**config.mk**
```make
export PLATFORM = sky130hd
export DESIGN_NAME = out_port
export DESIGN_NICKNAME = d
export VERILOG_FILES = /design/src/rtl/out_port.sv
export SDC_FILE = /design/constraint.sdc
export NUM_CORES = 1
export LEC_CHECK = 0
export BUFFER_PORTS_ARGS = -buffer_cell sky130_fd_sc_hd__buf_2
export CORE_MARGIN = 3
export CORE_UTILIZATION = 30
export CTS_CLUSTER_DIAMETER = 200
export DETAILED_ROUTE_END_ITERATION = 16
export MAX_ROUTING_LAYER = met4
export PLACE_DENSITY_LB_ADDON = 0.12
export RECOVER_POWER = 100
export SYNTH_ARGS = -nofsm -noshare
export SYNTH_HDL_FRONTEND = slang
export SYNTH_SLANG_ARGS = --single-unit
```
**constraint.sdc**
```tcl
create_clock -name clock -period 5.7 [get_ports clock]
set_input_delay 0.57 -clock clock [delete_from_list [all_inputs] [get_ports clock]]
set_output_delay 0.57 -clock clock [all_outputs]
set_load 0.05 [all_outputs]
```
**src/rtl/out_port.sv**
```systemverilog
// Router output stage: round-robin selects one credited VC flit per cycle onto the link.
// Latency: grant is combinational; the selected flit appears on flit_out one cycle later.
// Backpressure: a VC with zero downstream credits is skipped until a credit pulse returns.

`ifndef FLIT_SIZE
`define FLIT_SIZE 16
`endif
`ifndef FLIT_VC
`define FLIT_VC (`FLIT_SIZE-1):(`FLIT_SIZE-3)
`endif

module out_port #(
  parameter int VC_NUM       = 4,
  parameter int BUFFER_DEPTH = 4,
  parameter int CNT_W        = 3
) (
  input  logic                          clock,
  input  logic                          reset,
  input  logic [`FLIT_SIZE*VC_NUM-1:0]  flit_in,
  input  logic [VC_NUM-1:0]             flit_valid,
  input  logic [VC_NUM-1:0]             credit_next_router,
  output logic [VC_NUM-1:0]             grant,
  output logic [`FLIT_SIZE-1:0]         flit_out,
  output logic [CNT_W*VC_NUM-1:0]       credit_cnt,
  output logic                          credit_err
);

  localparam logic [CNT_W-1:0] DEPTH   = CNT_W'(BUFFER_DEPTH);
  localparam logic [3:0]       VC_NUM4 = 4'(VC_NUM);
  localparam logic [2:0]       VC_LAST = 3'(VC_NUM - 1);

  logic [CNT_W-1:0]      cnt_q [VC_NUM];
  logic [2:0]            rr_ptr_q;
  logic [`FLIT_SIZE-1:0] flit_out_q;
  logic                  credit_err_q;

  // Eligibility padded to 8 entries so the 3-bit VC index addresses it exactly.
  logic [7:0]            eligible;
  logic                  win_found;
  logic [2:0]            win_idx;
  logic [`FLIT_SIZE-1:0] flit_sel_d;

  // A VC may compete only when it has a flit and at least one downstream slot.
  always_comb begin
    eligible = '0;
    for (int i = 0; i < VC_NUM; i++) begin
      eligible[i] = flit_valid[i] && (cnt_q[i] != '0);
    end
  end

  // Round-robin search starting at the pointer, wrapping at VC_NUM.
  always_comb begin
    logic [3:0] sum;
    logic [2:0] idx;
    win_found = 1'b0;
    win_idx   = '0;
    sum       = '0;
    idx       = '0;
    for (int off = 0; off < VC_NUM; off++) begin
      sum = {1'b0, rr_ptr_q} + 4'(off);
      if (sum >= VC_NUM4) begin
        sum = sum - VC_NUM4;
      end
      idx = sum[2:0];
      if (!win_found && eligible[idx]) begin
        win_found = 1'b1;
        win_idx   = idx;
      end
    end
  end

  // Pop strobe to upstream; suppressed while reset is asserted.
  always_comb begin
    grant = '0;
    for (int i = 0; i < VC_NUM; i++) begin
      grant[i] = win_found && !reset && (win_idx == 3'(i));
    end
  end

  // Winning flit with its VC field rewritten to the winner's index.
  always_comb begin
    flit_sel_d = '1;
    for (int i = 0; i < VC_NUM; i++) begin
      if (win_found && (win_idx == 3'(i))) begin
        flit_sel_d = flit_in[i*`FLIT_SIZE +: `FLIT_SIZE];
      end
    end
    flit_sel_d[`FLIT_VC] = win_found ? win_idx : 3'd7;
  end

  // Link register and round-robin pointer advance.
  always_ff @(posedge clock) begin
    if (reset) begin
      flit_out_q <= '1;
      rr_ptr_q   <= '0;
    end else begin
      flit_out_q <= win_found ? flit_sel_d : '1;
      if (win_found) begin
        rr_ptr_q <= (win_idx == VC_LAST) ? 3'd0 : win_idx + 3'd1;
      end
    end
  end

  // Per-VC credit counters; a credit into a full counter saturates and flags an error.
  always_ff @(posedge clock) begin
    if (reset) begin
      for (int i = 0; i < VC_NUM; i++) begin
        cnt_q[i] <= DEPTH;
      end
      credit_err_q <= 1'b0;
    end else begin
      for (int i = 0; i < VC_NUM; i++) begin
        case ({credit_next_router[i], grant[i]})
          2'b10: begin
            if (cnt_q[i] == DEPTH) begin
              credit_err_q <= 1'b1;
            end else begin
              cnt_q[i] <= cnt_q[i] + CNT_W'(1);
            end
          end
          2'b01:   cnt_q[i] <= cnt_q[i] - CNT_W'(1);
          default: ;
        endcase
      end
    end
  end

  // Flatten counters for monitoring.
  always_comb begin
    credit_cnt = '0;
    for (int i = 0; i < VC_NUM; i++) begin
      credit_cnt[i*CNT_W +: CNT_W] = cnt_q[i];
    end
  end

  assign flit_out   = flit_out_q;
  assign credit_err = credit_err_q;

endmodule

```
# --- After elaboration in Yosys (flattened, before gate mapping) ---
# Memory sizes are Yosys's and may differ from the RTL's.
# Cells that the tools add are included.
classes:
  addsub: 16
  n_lt_le_gt_ge: 8
  eq_ne: 15
  n_mux: 71
  bitwise: 9
  reduce_logical: 26
op_table:
  columns: ["operator", "count"]
  rows:
  - ["$mux W13", 4]
  - ["$mux W3", 17]
  - ["$mux W1", 46]
  - ["$logic_and A1 B1 Y1", 16]
  - ["$lt A3 B4 Y1 const B", 4]
  - ["$add A3 B1 Y3 const B", 5]
  - ["$bmux W1 S3", 4]
  - ["$eq A3 B3 Y1 const B", 4]
  - ["$ge A4 B3 Y1 const B", 3]
  - ["$reduce_bool A3 Y1", 4]
  - ["$sub A3 B1 Y3 const B", 4]
  - ["$sub A3 B3 Y3 const B", 4]
  - ["$add A3 B2 Y4 const B", 2]
  - ["$eq A2 B1 Y1 const B", 4]
  - ["$eq A2 B2 Y1 const B", 4]
  - ["$or A1 B1 Y1", 8]
  - ["$eq A3 B2 Y1 const B", 2]
  - ["$add A3 B1 Y4 const B", 1]
  - ["$logic_not A1 Y1", 4]
  - ["$eq A3 B1 Y1 const B", 1]
  - ["$ge A3 B3 Y1 const B", 1]
  - ["$logic_not A3 Y1", 1]
  - ["$reduce_or A2 Y1", 1]
  - ["$not A1 Y1", 1]
totals:
  register_bits: 20
  ramBits: 12
  inputBits: 74
  out_inout_bits: 33
  wordCells: 149
  mem_count: 1
memory_table:
  columns: ["name", "words", "width", "rd", "rd_ports_with_merged_regs", "write_ports", "line", "rtl"]
  rows:
  - ["cnt_q", 4, 3, 4, 0, 4, "32", "logic [CNT_W-1:0] cnt_q [VC_NUM];"]

# --- Depth between registers and ports, before layout ---
# Gate-level depths: netlist of run 1.
# An unclocked memory read counts as a cell.
logic_depth:
  word_depth: 25
  depth_mapped: 18

# --- Worst setup path before layout of run 1 ---
# OpenSTA, ideal clock, no wires.
synth_timing:
  path_kind: "register to register"
  from: "memory cnt_q[3][0]"
  to: "memory cnt_q[2][2] (data pin)"
  arrival_ns: 5.099
  path_slack_ns: 0.341
  stages_incl_launch_ff: 19
  n_path_buf: 1
  path_cell_list: "edfxtp_1 -> inv_1 -> ha_1 -> or2b_4 -> a31o_4 -> a22oi_4 -> nor4_1 -> a2111oi_0 -> a31oi_1 -> inv_1 -> ha_1 -> clkbuf_1 -> inv_1 -> nor3_1 -> nand2_1 -> fa_1 -> xnor2_1 -> mux2i_1 -> or2_1"
synth_rtl:
  columns: ["element", "line"]
  rows:
  - ["start, declared", "32"]

# --- Worst setup path in the final report of run 1 ---
layout_timing:
  from: "register rr_ptr_q[0]"
  to: "output port grant[3]"
layout_between:
  elab_chain_len: 16
layout_lines:
  columns: ["element", "line", "rtl"]
  rows:
  - ["start, declared", "33", "logic [2:0] rr_ptr_q;"]
  - ["start signal, assigned", "99", "rr_ptr_q <= (win_idx == VC_LAST) ? 3'd0 : win_idx + 3'd1;"]
  - ["branches (longest 13 deep; another with $add A3 B1 Y4)", null, null]
  - ["$mux W3 (*)", "65", "if (!win_found && eligible[idx]) begin"]
  - ["net flit_sel_d[13]", "41", "logic [`FLIT_SIZE-1:0] flit_sel_d;"]
  - ["$eq A3 B2 Y1 (*)", "76", "grant[i] = win_found && !reset && (win_idx == 3'(i));"]
  - ["$logic_and A1 B1 Y1 (*)", "76", null]
  - ["end, declared", "22", "output logic [VC_NUM-1:0] grant,"]
# Mark *: on every way through the listed nets, which the timed path passes. The select of a mux whose other input is x is not followed.

==> impl_metrics.ini, run 1 <==
[grt]
grt_max_degree = 31
grt_pass1_vias = 2361
grt_overflow = 0
grt_first_pass_wirelength_um = 11200
grtUsageTotal_pct = 16.6
grt_antenna_before_repair = 0

[worst_setup_path]
reg2reg_to = cnt_q[2][1]$_SDFFCE_PN0P_
worstRegToRegCells = 13
endpoint_kind = primary output
crit_fanout = 16
path_class = register to primary output
crit_arrival_ns = 4.32
regToRegSetupSlack_ns = 0.82
cp-start-kind = register
critPathRequiredTime_ns = 5.13
rr_startpoint = rr_ptr_q[0]$_SDFFE_PP0P_

[timing]
hold_violations = 0
rsz0062_at_grt = no
fin_hold_ws_ns = 0.528
setup_viol = 0
relSlewSlack_pct = 17.2
fin_skew_ns = 0.00622
worstMarginPinSlew_ns = 1.24
setup_tns_ns = 0
slew_violations = 0
fin_crit_ns = 4.89
fmax_ghz = 0.205
period_share_pct = 85.7

[floorplanning]
pin_count = 107
start_util_pct = 31.4
die_h_um = 93.5
fp-row-count = 31
coreArea_um2 = 7330
die-area_um2 = 8750
die_w_um = 93.5

[yosys]
synth.net_count = 363
synth.distinct_cells = 57
ys_seq_area_share_pct = 33.1
yosys.area.top_type = dfxtp_1
synth_edf_count = 12
syn-cell-area_um2 = 2300
ys_top_cells_by_area = dfxtp_1, edfxtp_1, nor2_1, inv_1, a221oi_1
avgSynthCellArea_um2 = 8.30
synthCells = 277
ys.flop_type = dfxtp_1
synth_top_area_share_pct = 17.4
synth-seq-cells = 32
synthArstFlopShare_pct = 0
synth_warnings = 0

[placed_design]
placed_area_um2 = 2880
portBuffers = 94
dpl.hpwl_um = 5080
place_congestion = 0.912

[clock_network]
cts_tree = built
cts_buffers = 5
cts_hold_buf = 0
clk_latency_ns = 0.29
cts.path.max_buffers = 2
cts-resized-gates = 0
postCtsSetupBuffers = 0
htree_levels = 2
cts_sinks = 32
cts_root_buf = clkbuf_8
clk_pin_slew_ns = 0.08

[power]
power_density_nw_per_um2 = 716
p_comb_share_pct = 71.3
p_switching_mw = 1.16
p_int_mw = 0.882
p_seq_share_pct = 20.0
power.leakage_nw = 1.19
p_clk_share_pct = 8.8
p_sw_share_pct = 56.8
peakVddDrop_mv = 0.217

[flow_run]
cap_violations = 0

[outcome]
run_status = completed

[cells_and_area]
final_layout_size_suffix_gt1_share_pct = 20.5
final_area_um2 = 2860
antenna_cells = 0
syn2layout_area_growth_pct = 24.3
final_core_util_pct = 39.0
nNetsFinal = 455
fill_cells = 797

[routing]
dr_total_vias = 2351
drc = 0
drt-wirelength-per-cell_um = 14.1
antenna_left = 0
viasPerCell = 5.01
drtIter0Drc = 74
wirelength_um = 6610
dr.pass1.iters = 4

[worst_hold_path]
hold_depth = 3
timing.hold.worst.start = flit_in[55]
min_path_type = input pin to register
whs_endpoint = flit_out[7]$_SDFF_PP1_
per-layer routing:
| layer | wire [um] | GRT usage (%) |
|---|---|---|
| met5 | 0 | - |
| met4 | 128 | 5.78 |
| met3 | 518 | 4.02 |
| met2 | 2970 | 26.0 |
| met1 | 2990 | 20.9 |
area by class of cell:
class                           instances  area [um^2]  area share (%)
Inverter                               33          124            4.34
Tap cell                               99          124            4.34
Sequential cell                        32          761            26.6
Multi-Input combinational cell        197         1300            45.5
Timing Repair Buffer                  100          460            16.1
Clock buffer                            5         68.8            2.41
Clock inverter                          3         18.8           0.657
kinds of logic (layout without fill, tap and decap cells):
family                     after synthesis  after routing  share of synthesized area [%]
AOI/OAI and AO/OA                       83             83                           28.4
muxes                                    4              4                           1.96
adders and majority gates               12             12                           7.51
buffers and inverters                   48            141                           7.95
DFF                                     32             32                           33.1
xor gates and xnor gates                 3              3                           1.14
and+or+nand+nor                         95             95                           20.0
placed cells by master (no fill, tap or decap), drive strengths merged, types with 2 or more instances in the layout:
cell    synthesis  routed
buf             5      64
clkbuf         10      41
nor2           39      39
inv            32      32
dfxtp          20      20
o21ai          18      18
a211oi         15      15
nand2          13      13
a221oi         13      13
nor3           12      12
edfxtp         12      12
ha              9       9
a21oi           8       8
nand2b          7       7
nand3           6       6
or3             5       5
a31oi           5       5
clkinv          1       4
o31a            3       3
mux2i           3       3
or2             3       3
fa              3       3
or2b            3       3
o31ai           2       2
a22oi           2       2
o211ai          2       2
nand4           2       2
xnor2           2       2
a211o           2       2
a41oi           2       2
a31o            2       2
cells in the mapped netlist (2+ instances only):
master / instances
or2_1: 3
a211oi_1: 15
nand2_1: 12
a211o_1: 2
ha_1: 9
buf_1: 3
o21ai_0: 13
a21oi_2: 2
o211ai_1: 2
clkbuf_1: 10
a21oi_1: 6
fa_1: 3
a221oi_1: 13
or3_1: 5
nand3_1: 6
xnor2_1: 2
o31ai_1: 2
nor2_1: 39
o31a_1: 3
o21ai_1: 5
edfxtp_1: 12
mux2i_1: 3
dfxtp_1: 20
inv_1: 31
buf_2: 2
or2b_1: 2
nand4_1: 2
nand2b_1: 7
a31oi_1: 5
nor3_1: 11
sequential cells by signal (all words and copies together), names as in the netlist:
signal      count
flit_out       16
cnt_q          12
rr_ptr_q        3
credit_err      1
worst max-delay path, stage by stage, from the launching register on:
cell and delay, ns:
dfxtp_1 0.63, inv_1 0.23, ha_1 0.41, inv_1 0.15, a31o_1 0.20, a22oi_1 0.18
nor4_1 0.35, a2111oi_0 0.12, a31oi_1 0.32, ha_1 0.67, clkinv_1 0.18, buf_4 0.21
nor2_1 0.09, buf_2 0.26
power groups by stage:
stage / logic (mW) / clock network, mW / registers (mW)
after floorplan: 0.966 / 0 / 0.648
after global placement: 1.55 / 0 / 0.413
after detailed placement: 1.56 / 0 / 0.414
after CTS: 1.56 / 0.188 / 0.409
after global routing: 1.63 / 0.202 / 0.424
final: 1.46 / 0.179 / 0.408
how the worst max path moves through the flow:
stage / slack (ns) / endpoint / depth (start not counted) / startpoint
floorplan: 0.34 / cnt_q[2][2]$_SDFFCE_PN1P_ / 18 / cnt_q[3][0]$_DFFE_PP_
CTS: 0.86 / grant[3] / 13 / rr_ptr_q[0]$_SDFFE_PP0P_
finish: 0.81 / grant[3] / 13 / rr_ptr_q[0]$_SDFFE_PP0P_
detailed placement: 1.07 / cnt_q[3][2]$_DFFE_PP_ / 14 / rr_ptr_q[0]$_SDFFE_PP0P_
global route: 0.28 / cnt_q[2][2]$_SDFFCE_PN1P_ / 13 / rr_ptr_q[0]$_SDFFE_PP0P_
global placement: 1.08 / cnt_q[3][2]$_DFFE_PP_ / 14 / rr_ptr_q[0]$_SDFFE_PP0P_
stage by stage:
stage / setup WS, ns / power (mW) / std cells
5_1_grt: 0.280 / 2.26 / 469
6_report: 0.813 / 2.04 / 469
4_1_cts: 0.863 / 2.15 / 469
3_5_place_dp: 1.07 / 1.97 / 461
2_1_floorplan: 0.341 / 1.61 / 277
3_3_place_gp: 1.08 / 1.96 / 461
(Power assumes the default switching activity.)
==> run 2: changes to the inputs <==
Clock period 5.7 ns to 4 ns, I/O delays scaled along.
==> impl_metrics.ini, run 2 (synthesized netlist as in run 1, its figures left out) <==
[routing]
route.met2.wl_um = 2970
drc = 0
dr_total_vias = 2373
antenna_left = 0
dr.pass1.iters = 4
highest_layer = met4
met3_length_um = 464
drt-wirelength-per-cell_um = 14.2
wirelength_um = 6870
viasPerCell = 4.92
drtIter0Drc = 71
drt-met1-wl_um = 3400

[timing]
rsz0062_at_grt = no
fin_ws_ns = 0.224
fin_crit_ns = 3.78
slew_violations = 0
setup_tns_ns = 0
setup_viol = 0
fin_hold_ws_ns = 0.386
fin_skew_ns = 0.00360
period_share_pct = 94.4
hold_violations = 0
worstMarginPinSlew_ns = 0.763
fmax_ghz = 0.265
relSlewSlack_pct = 49.1

[floorplanning]
die_h_um = 93.5
pin_count = 107
die_w_um = 93.5
die-area_um2 = 8750
fp-row-count = 31
coreArea_um2 = 7330
start_util_pct = 31.4

[cells_and_area]
nNetsFinal = 468
final_layout_size_suffix_gt1_share_pct = 29.8
final_cell_mix = buf_2, nor2_1, clkbuf_1
antenna_cells = 0
fill_cells = 802
final_area_um2 = 3090
mostFrequentLayoutCell = buf_2
syn2layout_area_growth_pct = 34.3
largest_reg_flops = 16

[worst_hold_path]
min_path_type = input pin to register
timing.hold.worst.start = flit_in[57]

[power]
peakVddDrop_mv = 0.342
power.leakage_nw = 1.27
power_density_nw_per_um2 = 1040
fin_total_pwr_mw = 3.21

[worst_setup_path]
endpoint_kind = register
crit_fanout = 4
crit_start = cnt_q[3][0]$_DFFE_PP_
critPathRequiredTime_ns = 4.03
crit_arrival_ns = 3.81
path_class = register to register
rr_startpoint = cnt_q[3][0]$_DFFE_PP_
cp-start-kind = register

[flow_run]
cap_violations = 0

[clock_network]
clk_pin_slew_ns = 0.07
cts_root_buf = clkbuf_8
cts_sinks = 32
clk_latency_ns = 0.28
cts_tree = built
cts_buffers = 5
htree_levels = 2
cts.path.max_buffers = 2

[grt]
grt_overflow = 0
grtUsageTotal_pct = 16.3
grt_pass1_vias = 2290
grt_max_degree = 31
grt_first_pass_wirelength_um = 11000
grt_antenna_before_repair = 0

[placed_design]
placed_area_um2 = 3030
place_congestion = 0.843
preCtsSetupSlack_ns = 0.110
dpl.hpwl_um = 5380
portBuffers = 94

[outcome]
run_status = completed
-- run 2: changes by cell type in the layout (fill, tap and decap cells not counted), moves of 3 or more --
| cell | change |
|---|---|
| clkbuf_2 | +4 |
| inv_1 | -4 |
| o21ai_0 | -3 |
| inv_2 | +3 |
| buf_4 | +13 |
| ha_1 | -4 |
| ha_2 | +3 |
-- run 2: worst paths after layout --
path | endpoint | slack (ns) | cells past startpoint
hold / removal | flit_out[9]$_SDFF_PP1_ | 0.39 | 3
setup / recovery | cnt_q[1][2]$_SDFFCE_PN1P_ | 0.22 | 16
setup reg to reg | cnt_q[1][2]$_SDFFCE_PN1P_ | 0.22 | 16
hold reg to reg | rr_ptr_q[2]$_SDFFE_PP0P_ | 0.54 | 1
-- run 2: worst max-delay path, cell delays in order, from the launching register on --
cell      delay (ns)
edfxtp_1        0.43
inv_1           0.11
ha_2            0.19
or2b_4          0.30
a31o_4          0.28
a22o_1          0.28
nand2_1         0.11
o21ai_1         0.09
a31oi_2         0.33
ha_1            0.22
and2_4          0.15
nand2_1         0.07
fa_1            0.37
xor2_1          0.16
nor2_1          0.10
a32oi_1         0.11
or2_1           0.23
-- run 2: layer usage --
layer  GRT usage [%]  vias to the layer above
met5               -                        -
met4            4.57                        0
met3            3.54                        2
met2            24.8                       86
met1            22.0                     1073
li1                -                     1212
-- run 2: report_power, final --
group | total (mW) | switching, mW | leakage [nW] | internal [mW]
clock | 0.260 | 0.119 | 0.0455 | 0.140
sequential | 0.561 | 0.0729 | 0.283 | 0.488
combinational | 2.39 | 1.57 | 0.941 | 0.819
-- run 2: cell type report --
| class | count | area, um^2 | share of cell area [%] |
|---|---|---|---|
| clock buffer | 8 | 90.1 | 2.92 |
| inverter | 33 | 126 | 4.09 |
| multi-input combinational | 197 | 1420 | 46.1 |
| sequential | 32 | 761 | 24.6 |
| tap | 99 | 124 | 4.01 |
| timing repair buffer | 113 | 562 | 18.2 |
-- run 2: stage by stage --
step / instances / util, %
after floorplan: 277 / -
after CTS: 481 / 42.6
final: 482 / 42.1
after global routing: 482 / 42.1
after global placement: 473 / 41.4
after detailed placement: 473 / 41.4
-- run 2: repair_timing --
action,4_1_cts,5_1_grt
endpoints found under the setup margin,0,5
resized for setup,0,9
setup buffers,0,1
hold buffers,0,0
